`src/rtl/md5_iter_core.sv`:
```
// Iterative MD5 compression engine: ROUNDS_PER_CYCLE unrolled rounds per clock,
// then a one-cycle chaining add, with multi-block chaining and a target compare.
module md5_iter_core #(
  parameter int ROUNDS_PER_CYCLE = 1,
  parameter bit OUT_BYTE_SWAP    = 1'b1
) (
  input  logic         clk,
  input  logic         reset,
  input  logic         en,
  input  logic         in_valid,
  output logic         in_ready,
  input  logic         chain,
  input  logic [511:0] mesg,
  input  logic [127:0] target,
  output logic         out_valid,
  input  logic         out_ready,
  output logic [127:0] digest,
  output logic         match,
  output logic         busy
);

  localparam int R = ROUNDS_PER_CYCLE;
  localparam logic [127:0] IV = {32'h67452301, 32'hefcdab89, 32'h98badcfe, 32'h10325476};

  localparam logic [31:0] K_TAB [64] = '{
    32'hd76aa478, 32'he8c7b756, 32'h242070db, 32'hc1bdceee,
    32'hf57c0faf, 32'h4787c62a, 32'ha8304613, 32'hfd469501,
    32'h698098d8, 32'h8b44f7af, 32'hffff5bb1, 32'h895cd7be,
    32'h6b901122, 32'hfd987193, 32'ha679438e, 32'h49b40821,
    32'hf61e2562, 32'hc040b340, 32'h265e5a51, 32'he9b6c7aa,
    32'hd62f105d, 32'h02441453, 32'hd8a1e681, 32'he7d3fbc8,
    32'h21e1cde6, 32'hc33707d6, 32'hf4d50d87, 32'h455a14ed,
    32'ha9e3e905, 32'hfcefa3f8, 32'h676f02d9, 32'h8d2a4c8a,
    32'hfffa3942, 32'h8771f681, 32'h6d9d6122, 32'hfde5380c,
    32'ha4beea44, 32'h4bdecfa9, 32'hf6bb4b60, 32'hbebfbc70,
    32'h289b7ec6, 32'heaa127fa, 32'hd4ef3085, 32'h04881d05,
    32'hd9d4d039, 32'he6db99e5, 32'h1fa27cf8, 32'hc4ac5665,
    32'hf4292244, 32'h432aff97, 32'hab9423a7, 32'hfc93a039,
    32'h655b59c3, 32'h8f0ccc92, 32'hffeff47d, 32'h85845dd1,
    32'h6fa87e4f, 32'hfe2ce6e0, 32'ha3014314, 32'h4e0811a1,
    32'hf7537e82, 32'hbd3af235, 32'h2ad7d2bb, 32'heb86d391
  };

  if (!(R == 1 || R == 2 || R == 4 || R == 8 || R == 16 || R == 32 || R == 64)) begin : g_bad_rounds
    $fatal(1, "md5_iter_core: ROUNDS_PER_CYCLE must be one of 1,2,4,8,16,32,64");
  end

  typedef enum logic [1:0] {S_IDLE, S_RUN, S_FINAL, S_DONE} state_t;

  function automatic logic [31:0] bswap32(input logic [31:0] x);
    return {x[7:0], x[15:8], x[23:16], x[31:24]};
  endfunction

  function automatic logic [127:0] fmt128(input logic [127:0] x);
    if (OUT_BYTE_SWAP)
      return {bswap32(x[127:96]), bswap32(x[95:64]), bswap32(x[63:32]), bswap32(x[31:0])};
    return x;
  endfunction

  function automatic logic [31:0] rotl32(input logic [31:0] x, input logic [4:0] s);
    logic [63:0] t;
    t = {x, x} << s;
    return t[63:32];
  endfunction

  function automatic logic [4:0] md5_s(input logic [5:0] i);
    case ({i[5:4], i[1:0]})
      4'h0: return 5'd7;   4'h1: return 5'd12;  4'h2: return 5'd17;  4'h3: return 5'd22;
      4'h4: return 5'd5;   4'h5: return 5'd9;   4'h6: return 5'd14;  4'h7: return 5'd20;
      4'h8: return 5'd4;   4'h9: return 5'd11;  4'ha: return 5'd16;  4'hb: return 5'd23;
      4'hc: return 5'd6;   4'hd: return 5'd10;  4'he: return 5'd15;  default: return 5'd21;
    endcase
  endfunction

  // Message word schedule; only i mod 16 matters for the modulo-16 index.
  function automatic logic [3:0] md5_g(input logic [5:0] i);
    logic [3:0] n;
    n = i[3:0];
    case (i[5:4])
      2'd0:    return n;
      2'd1:    return (n << 2) + n + 4'd1;
      2'd2:    return (n << 1) + n + 4'd5;
      default: return (n << 3) - n;
    endcase
  endfunction

  function automatic logic [127:0] md5_step(input logic [127:0] st, input logic [5:0] i,
                                            input logic [31:0] m);
    logic [31:0] a, b, c, d, f, t;
    {a, b, c, d} = st;
    case (i[5:4])
      2'd0:    f = (b & c) | (~b & d);
      2'd1:    f = (d & b) | (~d & c);
      2'd2:    f = b ^ c ^ d;
      default: f = c ^ (b | ~d);
    endcase
    t = a + f + K_TAB[i] + m;
    return {d, b + rotl32(t, md5_s(i)), b, c};
  endfunction

  state_t        r_state, w_next;
  logic [6:0]    r_rnd;
  logic [127:0]  r_st, r_init, r_chain, r_target, r_digest;
  logic [31:0]   r_m [16];
  logic          r_match, r_out_valid;

  logic          w_accept;
  logic [6:0]    w_rnd_next;
  logic [127:0]  w_init, w_sum, w_fmt;
  logic [127:0]  w_st [R+1];

  assign w_rnd_next = r_rnd + 7'(R);
  assign w_init     = chain ? r_chain : IV;
  assign w_accept   = in_ready && in_valid;
  assign w_sum      = {r_init[127:96] + r_st[127:96], r_init[95:64] + r_st[95:64],
                       r_init[63:32]  + r_st[63:32],  r_init[31:0]  + r_st[31:0]};
  assign w_fmt      = fmt128(w_sum);

  // Unrolled round chain: stage j applies round rnd+j.
  assign w_st[0] = r_st;
  for (genvar j = 0; j < R; j++) begin : g_round
    logic [5:0] w_idx;
    logic [3:0] w_gi;
    assign w_idx      = r_rnd[5:0] + 6'(j);
    assign w_gi       = md5_g(w_idx);
    assign w_st[j+1]  = md5_step(w_st[j], w_idx, r_m[w_gi]);
  end

  always_ff @(posedge clk or posedge reset) begin
    if (reset) r_state <= S_IDLE;
    else       r_state <= w_next;
  end

  always_comb begin
    w_next   = r_state;
    in_ready = 1'b0;
    busy     = 1'b0;
    case (r_state)
      S_IDLE: begin
        in_ready = !reset;
        if (in_valid) w_next = S_RUN;
      end
      S_RUN: begin
        busy = 1'b1;
        if (en && (w_rnd_next == 7'd64)) w_next = S_FINAL;
      end
      S_FINAL: begin
        busy   = 1'b1;
        w_next = S_DONE;
      end
      S_DONE: begin
        if (out_ready) w_next = S_IDLE;
      end
      default: w_next = S_IDLE;
    endcase
  end

  // Working state and latched block: no reset needed, always loaded on acceptance.
  always_ff @(posedge clk) begin
    if (w_accept) begin
      for (int j = 0; j < 16; j++) r_m[j] <= bswap32(mesg[32*(15-j) +: 32]);
      r_target <= target;
      r_init   <= w_init;
      r_st     <= w_init;
    end else if (r_state == S_RUN && en) begin
      r_st <= w_st[R];
    end
  end

  always_ff @(posedge clk or posedge reset) begin
    if (reset) begin
      r_rnd       <= 7'd0;
      r_chain     <= IV;
      r_digest    <= '0;
      r_match     <= 1'b0;
      r_out_valid <= 1'b0;
    end else begin
      case (r_state)
        S_IDLE:  if (w_accept) r_rnd <= 7'd0;
        S_RUN:   if (en) r_rnd <= w_rnd_next;
        S_FINAL: begin
          r_chain     <= w_sum;
          r_digest    <= w_fmt;
          r_match     <= (w_fmt == r_target);
          r_out_valid <= 1'b1;
        end
        S_DONE:  if (out_ready) r_out_valid <= 1'b0;
        default: ;
      endcase
    end
  end

  assign out_valid = r_out_valid;
  assign digest    = r_digest;
  assign match     = r_match;

endmodule

```
`config.mk`:
```
export PLATFORM = sky130hd
export DESIGN_NAME = md5_iter_core
export DESIGN_NICKNAME = d
export VERILOG_FILES = /design/src/rtl/md5_iter_core.sv
export SDC_FILE = /design/constraint.sdc
export NUM_CORES = 2
export LEC_CHECK = 0
export BUFFER_PORTS_ARGS = -buffer_cell sky130_fd_sc_hd__buf_2
export CORE_MARGIN = 8
export CORE_UTILIZATION = 61
export CTS_BUF_LIST = sky130_fd_sc_hd__clkbuf_8
export DETAILED_ROUTE_END_ITERATION = 7
export PLACE_DENSITY = 0.83
export SLEW_MARGIN = 20
export SYNTH_ARGS = -nofsm -noshare
export SYNTH_HDL_FRONTEND = slang
export SYNTH_SLANG_ARGS = --single-unit
```
`constraint.sdc`:
```
create_clock -name clk -period 30.5 [get_ports clk]
set_clock_uncertainty 0.1 [all_clocks]
set_input_delay 1.525 -clock clk [delete_from_list [all_inputs] [get_ports clk]]
set_output_delay 1.525 -clock clk [all_outputs]
set_load 0.01 [all_outputs]
```
### Word-level counts from Yosys, hierarchy flattened

Memories as Yosys holds them, arrays and structs flattened.
Cells that the tools add are included.

| operators by class | value |
|---|---|
| add/subtract/negate cells | 14 |
| $lt $le $gt $ge | 1 |
| equality and inequality tests | 12 |
| shifts and indexed selects | 1 |
| muxes and demuxes | 20 |
| bitwise logic cells | 13 |
| reductions and logical operators | 13 |

Operators by type and width:

| operator | count |
|---|---|
| $mux 128 | 3 |
| $add 32x32->32 | 8 |
| $and 32x32->32 | 4 |
| $eq 128x128->1 | 1 |
| $or 32x32->32 | 3 |
| $pmux 32 s3 | 1 |
| $xor 32x32->32 | 3 |
| $mux 32 | 2 |
| $not 32->32 | 2 |
| $shl 64x5->64 | 1 |
| $mux 7 | 2 |
| $pmux 7 s2 | 1 |
| $pmux 4 s3 | 1 |
| $ne 2x2->1 const B | 5 |
| $add 4x4->4 | 2 |
| $pmux 2 s4 | 1 |
| $add 7x1->7 const B | 1 |
| $eq 7x7->1 const B | 1 |
| $ge 7x7->1 const B | 1 |
| $not 6->7 | 1 |
| $eq 2x2->1 const B | 3 |
| $mux 2 | 3 |
| $reduce_and 3->1 | 2 |
| $reduce_bool 2->1 | 3 |
| other kinds (11) | 19 |

| word-level totals | value |
|---|---|
| register bits | 651 |
| RAM bits | 512 |
| bits in read-only memories | 2128 |
| input port bits | 646 |
| output and inout bits | 132 |
| logic and storage cells | 86 |
| memories | 3 |

Memory list:

| name | depth | bits a word | read ports | clocked after memory_dff | wr ports | line | source |
|---|---|---|---|---|---|---|---|
| (name not given) | 64 | 32 | 1 | 0 | 0 | 97 | `t = a + f + K_TAB[i] + m;` |
| r_m | 16 | 32 | 1 | 0 | 16 | 104 | `logic [31:0] r_m [16];` |
| (name not given) | 16 | 5 | 1 | 0 | 0 | 67 | `case ({i[5:4], i[1:0]})` |

### Logic depth before layout (Yosys ltp)

| depth | value |
|---|---|
| depth in word-level cells | 11 |
| depth in mapped cells | 47 |
| depth with buffers taken out | 43 |

### Worst setup path after synthesis

Ideal clock, no wire load.

| path | value |
|---|---|
| kind | input -> register |
| start point | input port reset |
| end point | register r_init[0], enable pin |
| setup time | 1.433 ns |
| arrival time | 23.114 ns |
| data required time | 28.967 ns |
| path slack | 5.854 ns |
| cell stages on the path | 5 |
| path buffers | 2 |
| cells stage by stage | nor2_1 > nand2_1 > inv_1 > clkbuf_1 > clkbuf_1 |

| between the ends | value |
|---|---|
| word-level cells in the longest chain between the ends | 3 |

Ends and longest elaborated chain:

| what | line | source |
|---|---|---|
| start, declared | 8 | `input logic reset,` |
| $logic_not 1->1 (no line) | n/a |  |
| $mux 1 | 138 | `case (r_state)` |
| $logic_and 1x1->1 | 114 | `assign w_accept = in_ready && in_valid;` |
| net w_accept | 107 | `logic w_accept;` |
| end signal, assigned | 163 | `r_init <= w_init;` |
| end, declared | 103 | `logic [127:0] r_st, r_init, r_chain, r_target, r_digest;` |

The timed path passes the listed nets, and every way through them passes these cells.
A chain may end at the register's enable or synchronous reset.

### Final worst setup path

| path | value |
|---|---|
| start point | register r_rnd[0] |
| end point | register r_st[94], data pin |

| between the ends | value |
|---|---|
| word-level cells in the longest chain between the ends | 10 |
| elaborated cells on any way between the ends | 18 |
| those cells by class | 8 x add/sub; 1 x shift; 5 x mux; 1 x bitwise; 3 x memory |

Ends and longest elaborated chain:

| what | line | source |
|---|---|---|
| start, declared | 102 | `logic [6:0] r_rnd;` |
| start signal, assigned | 180 | `S_RUN: if (en) r_rnd <= w_rnd_next;` |
| $not 6->7 (not written as such) | 97 |  |
| $mem_v2 64x32 | n/a |  |
| $mux 32 (not written as such) (2 in series) | 97 |  |
| $add 32x32->32 (2 in series) | 97 |  |
| $shl 64x5->64 (*) | 62 | `t = {x, x} << s;` |
| $add 32x32->32 (*) | 98 | `return {d, b + rotl32(t, md5_s(i)), b, c};` |
| $mux 128 (*) | 165 | `end else if (r_state == S_RUN && en) begin` |
| $mux 128 (*) | 160 | `if (w_accept) begin` |
| end signal, assigned | 164 | `r_st <= w_init;` |
| end signal, assigned | 166 | `r_st <= w_st[R];` |
| end, declared | 103 |  |

Mark *: on every way between the ends. The rest lies on a longest branch, timed or not. The select of a mux whose other input is x is not followed.

==> results.toml <==
[global_routing]
overflow = 0
grt_pass1_wl_um = 342000
antenna_found_initial = 61
grt_max_degree = 141
track_usage_pct = 41.8
grt_pass1_vias = 50300

[timing]
setup_ws_ps = 16660
rsz0062_at_grt = "no"
post-route-min-period_ps = 13840
maxSlewHeadroom_pct = 12.4
fin_setup_tns_ps = 0
hold_viol = 0
max_freq_ghz = 0.0722
setup_violations = 0
finalCritPeriodShare_pct = 45.4
drv_slew = 0
tightestPinTransition_ps = 1300

[synth]
synth-edff-count = 896
synth.top_cell.area_share_pct = 42.7
synth_fp_nets = 6559
postSynth.asyncResetShare_pct = 18.5
yosys-top-cells-area = "edfxtp_1 43%, dfrtp_1 5.5%, mux4_2 4.9%"
syn_area_um2 = 63000
ys.flop_type = "edfxtp_1"
synth_cell_type_count = 102
ys_warn_count = 0
avgSynthCellArea_um2 = 11.2
synth_most_common_cell = "edfxtp_1"
syn_inst = 5615
ys_seq_area_share_pct = 50.9
ys_top_cells_by_count = "896 x edfxtp_1, 665 x nand2_1, 391 x o21ai_0, 317 x nor2_1, 298 x a21oi_1"
synth-seq-cells = 1099
yosysTopAreaCell = "edfxtp_1"

[drt]
dr.first_iter.drc_count = 8632
vias = 52600
viasPerCell = 6.72
route.detailed.drc = 2
wl_um = 245000
drtAntennaViolNets = 0
wire_per_inst_um = 31.3
dr.pass1.iters = 8

[final_layout]
fillCellCount = 7531
final_nets = 7214
syn2layout_area_growth_pct = 13.3
finalInstanceArea_um2 = 71300
drive_above_1_share_pct = 23.1
stdcell_count = 7837

[critical_path]
endpoint_kind = "register"
r2r-end = "r_st[94]"
cp.required_ps = 31030
critical_path.max_fanout = 40
arrival_ps = 14370
reg2reg_slack_ps = 16660
rr_worst_depth = 40
r2r-start = "r_rnd[0]"
cp-start-kind = "register"
slowest_delay_ps = 870
worstSetupPathType = "register to register"
cp_slowest_cell = "a2111oi_0"

[min_path]
min_path_type = "register to register"
worst_hold_path.endpoint = "digest[26]"
holdCritStartpoint = "digest[26]"
worstHoldPathCells = 1

[clocking]
cts-root-buf = "clkbuf_8"
cts_buffer_depth = 3
cts.repair.resized = 0
cts_sinks = 1099
htree_levels = 4
post-cts-setup-buffer-count = 0
cts_hold_buf = 0
clk_pin_slew_ps = 70
cts_tree = "built"
insertion_delay_ps = 950
cts_buffers = 178

[run]
drv_cap = 0

[placement]
detailedPlace.worstSlack_ps = 17090
portBuffers = 777
placed_cell_area_um2 = 67500
post-place-cells = 7470
dp.final_hpwl_um = 187000
place_congestion = 1.13

[outcome]
status = "finished, violations left"
violations = "design-rule violations"

[die]
initial_core_util_pct = 61.2
die_w_um = 337
rows = 118
design.die.area_um2 = 114000
coreArea_um2 = 103000
boundaryPins = 778
die_h_um = 337
-- area by class of cell --
class,count,area [µm²],area share [%]
sequential,1099,32100,45.0
multi-input combinational,3891,28400,39.8
timing repair buffer,847,4420,6.19
clock buffer,198,2730,3.82
tap,1380,1730,2.42
inverter,253,965,1.35
clock inverter,120,902,1.26
antenna,49,123,0.172
-- registers in the layout (all words and copies together) (netlist names) --
register,flops
r_m,512
r_init,128
r_st,128
r_target,128
r_chain,127
digest,65
r_rnd,7
r_state,2
match,1
out_valid,1
-- worst max-delay path, delay by kind of cell (launching register included) --
family | cells | cell delay, ps
adders and majority gates | 6 | 2670
buffers and inverters | 4 | 1990
muxes | 1 | 580
and+or+nand+nor | 3 | 320
DFF | 1 | 330
xor gates and xnor gates | 1 | 180
AOI/OAI and AO/OA | 25 | 7260
-- cell families (layout without fill, tap and decap cells) --
| family | count (synthesis) | after routing | synth area share (%) |
|---|---|---|---|
| mux | 303 | 303 | 7.69 |
| simple gates | 1556 | 1556 | 11.5 |
| flops | 1099 | 1099 | 50.9 |
| xor+xnor | 304 | 304 | 4.47 |
| other cells | 0 | 49 | 0 |
| buf+inv | 625 | 1418 | 4.20 |
| compound gates | 1429 | 1429 | 14.5 |
| fa+ha+maj | 299 | 299 | 6.80 |
-- layout by cell type (no fill, tap or decap), drive strengths merged, types with 64 or more instances in the layout --
master    n
xor2     96
dfstp    64
nor3     89
a21oi   300
a211oi  112
buf     847
inv     317
a21o     75
nand2   665
fa       72
o21ai   425
edfxtp  896
mux4    136
mux2     86
mux2i    81
dfrtp   139
ha      226
a31oi   132
xnor2   197
nand3    68
clkbuf  198
nor2    317
and2     80
-- worst max-delay path by stage --
stage                     startpoint         to  slack (ps)  depth (start not counted)
after floorplan                reset  r_init[0]        5850                          5
after global placement      r_rnd[0]   r_st[88]       17380                         40
after detailed placement    r_rnd[0]   r_st[94]       17090                         40
after CTS                   r_rnd[0]   r_st[94]       17020                         40
after global routing        r_rnd[0]   r_st[94]       15830                         40
final                       r_rnd[0]   r_st[94]       16660                         40
-- routing by layer --
metal	GRT usage, %	wire length [µm]	vias up	share of wire (%)
li1	-	-	22200	-
met1	51.1	82100	25300	33
met2	62.4	107000	4238	44
met3	15.3	35600	935	14
met4	27.8	20600	18	8.4
met5	1.06	281	-	0.11
-- metrics by stage --
stage	hold WS, ps	util (%)
2_1_floorplan	359	-
3_3_place_gp	363	65.6
3_5_place_dp	366	65.6
4_1_cts	380	69.2
5_1_grt	388	69.3
6_report	380	69.3
Power is left out: the tool's default activity adds up to more than one toggle a clock period on the data nets, which glitch-free logic cannot reach.
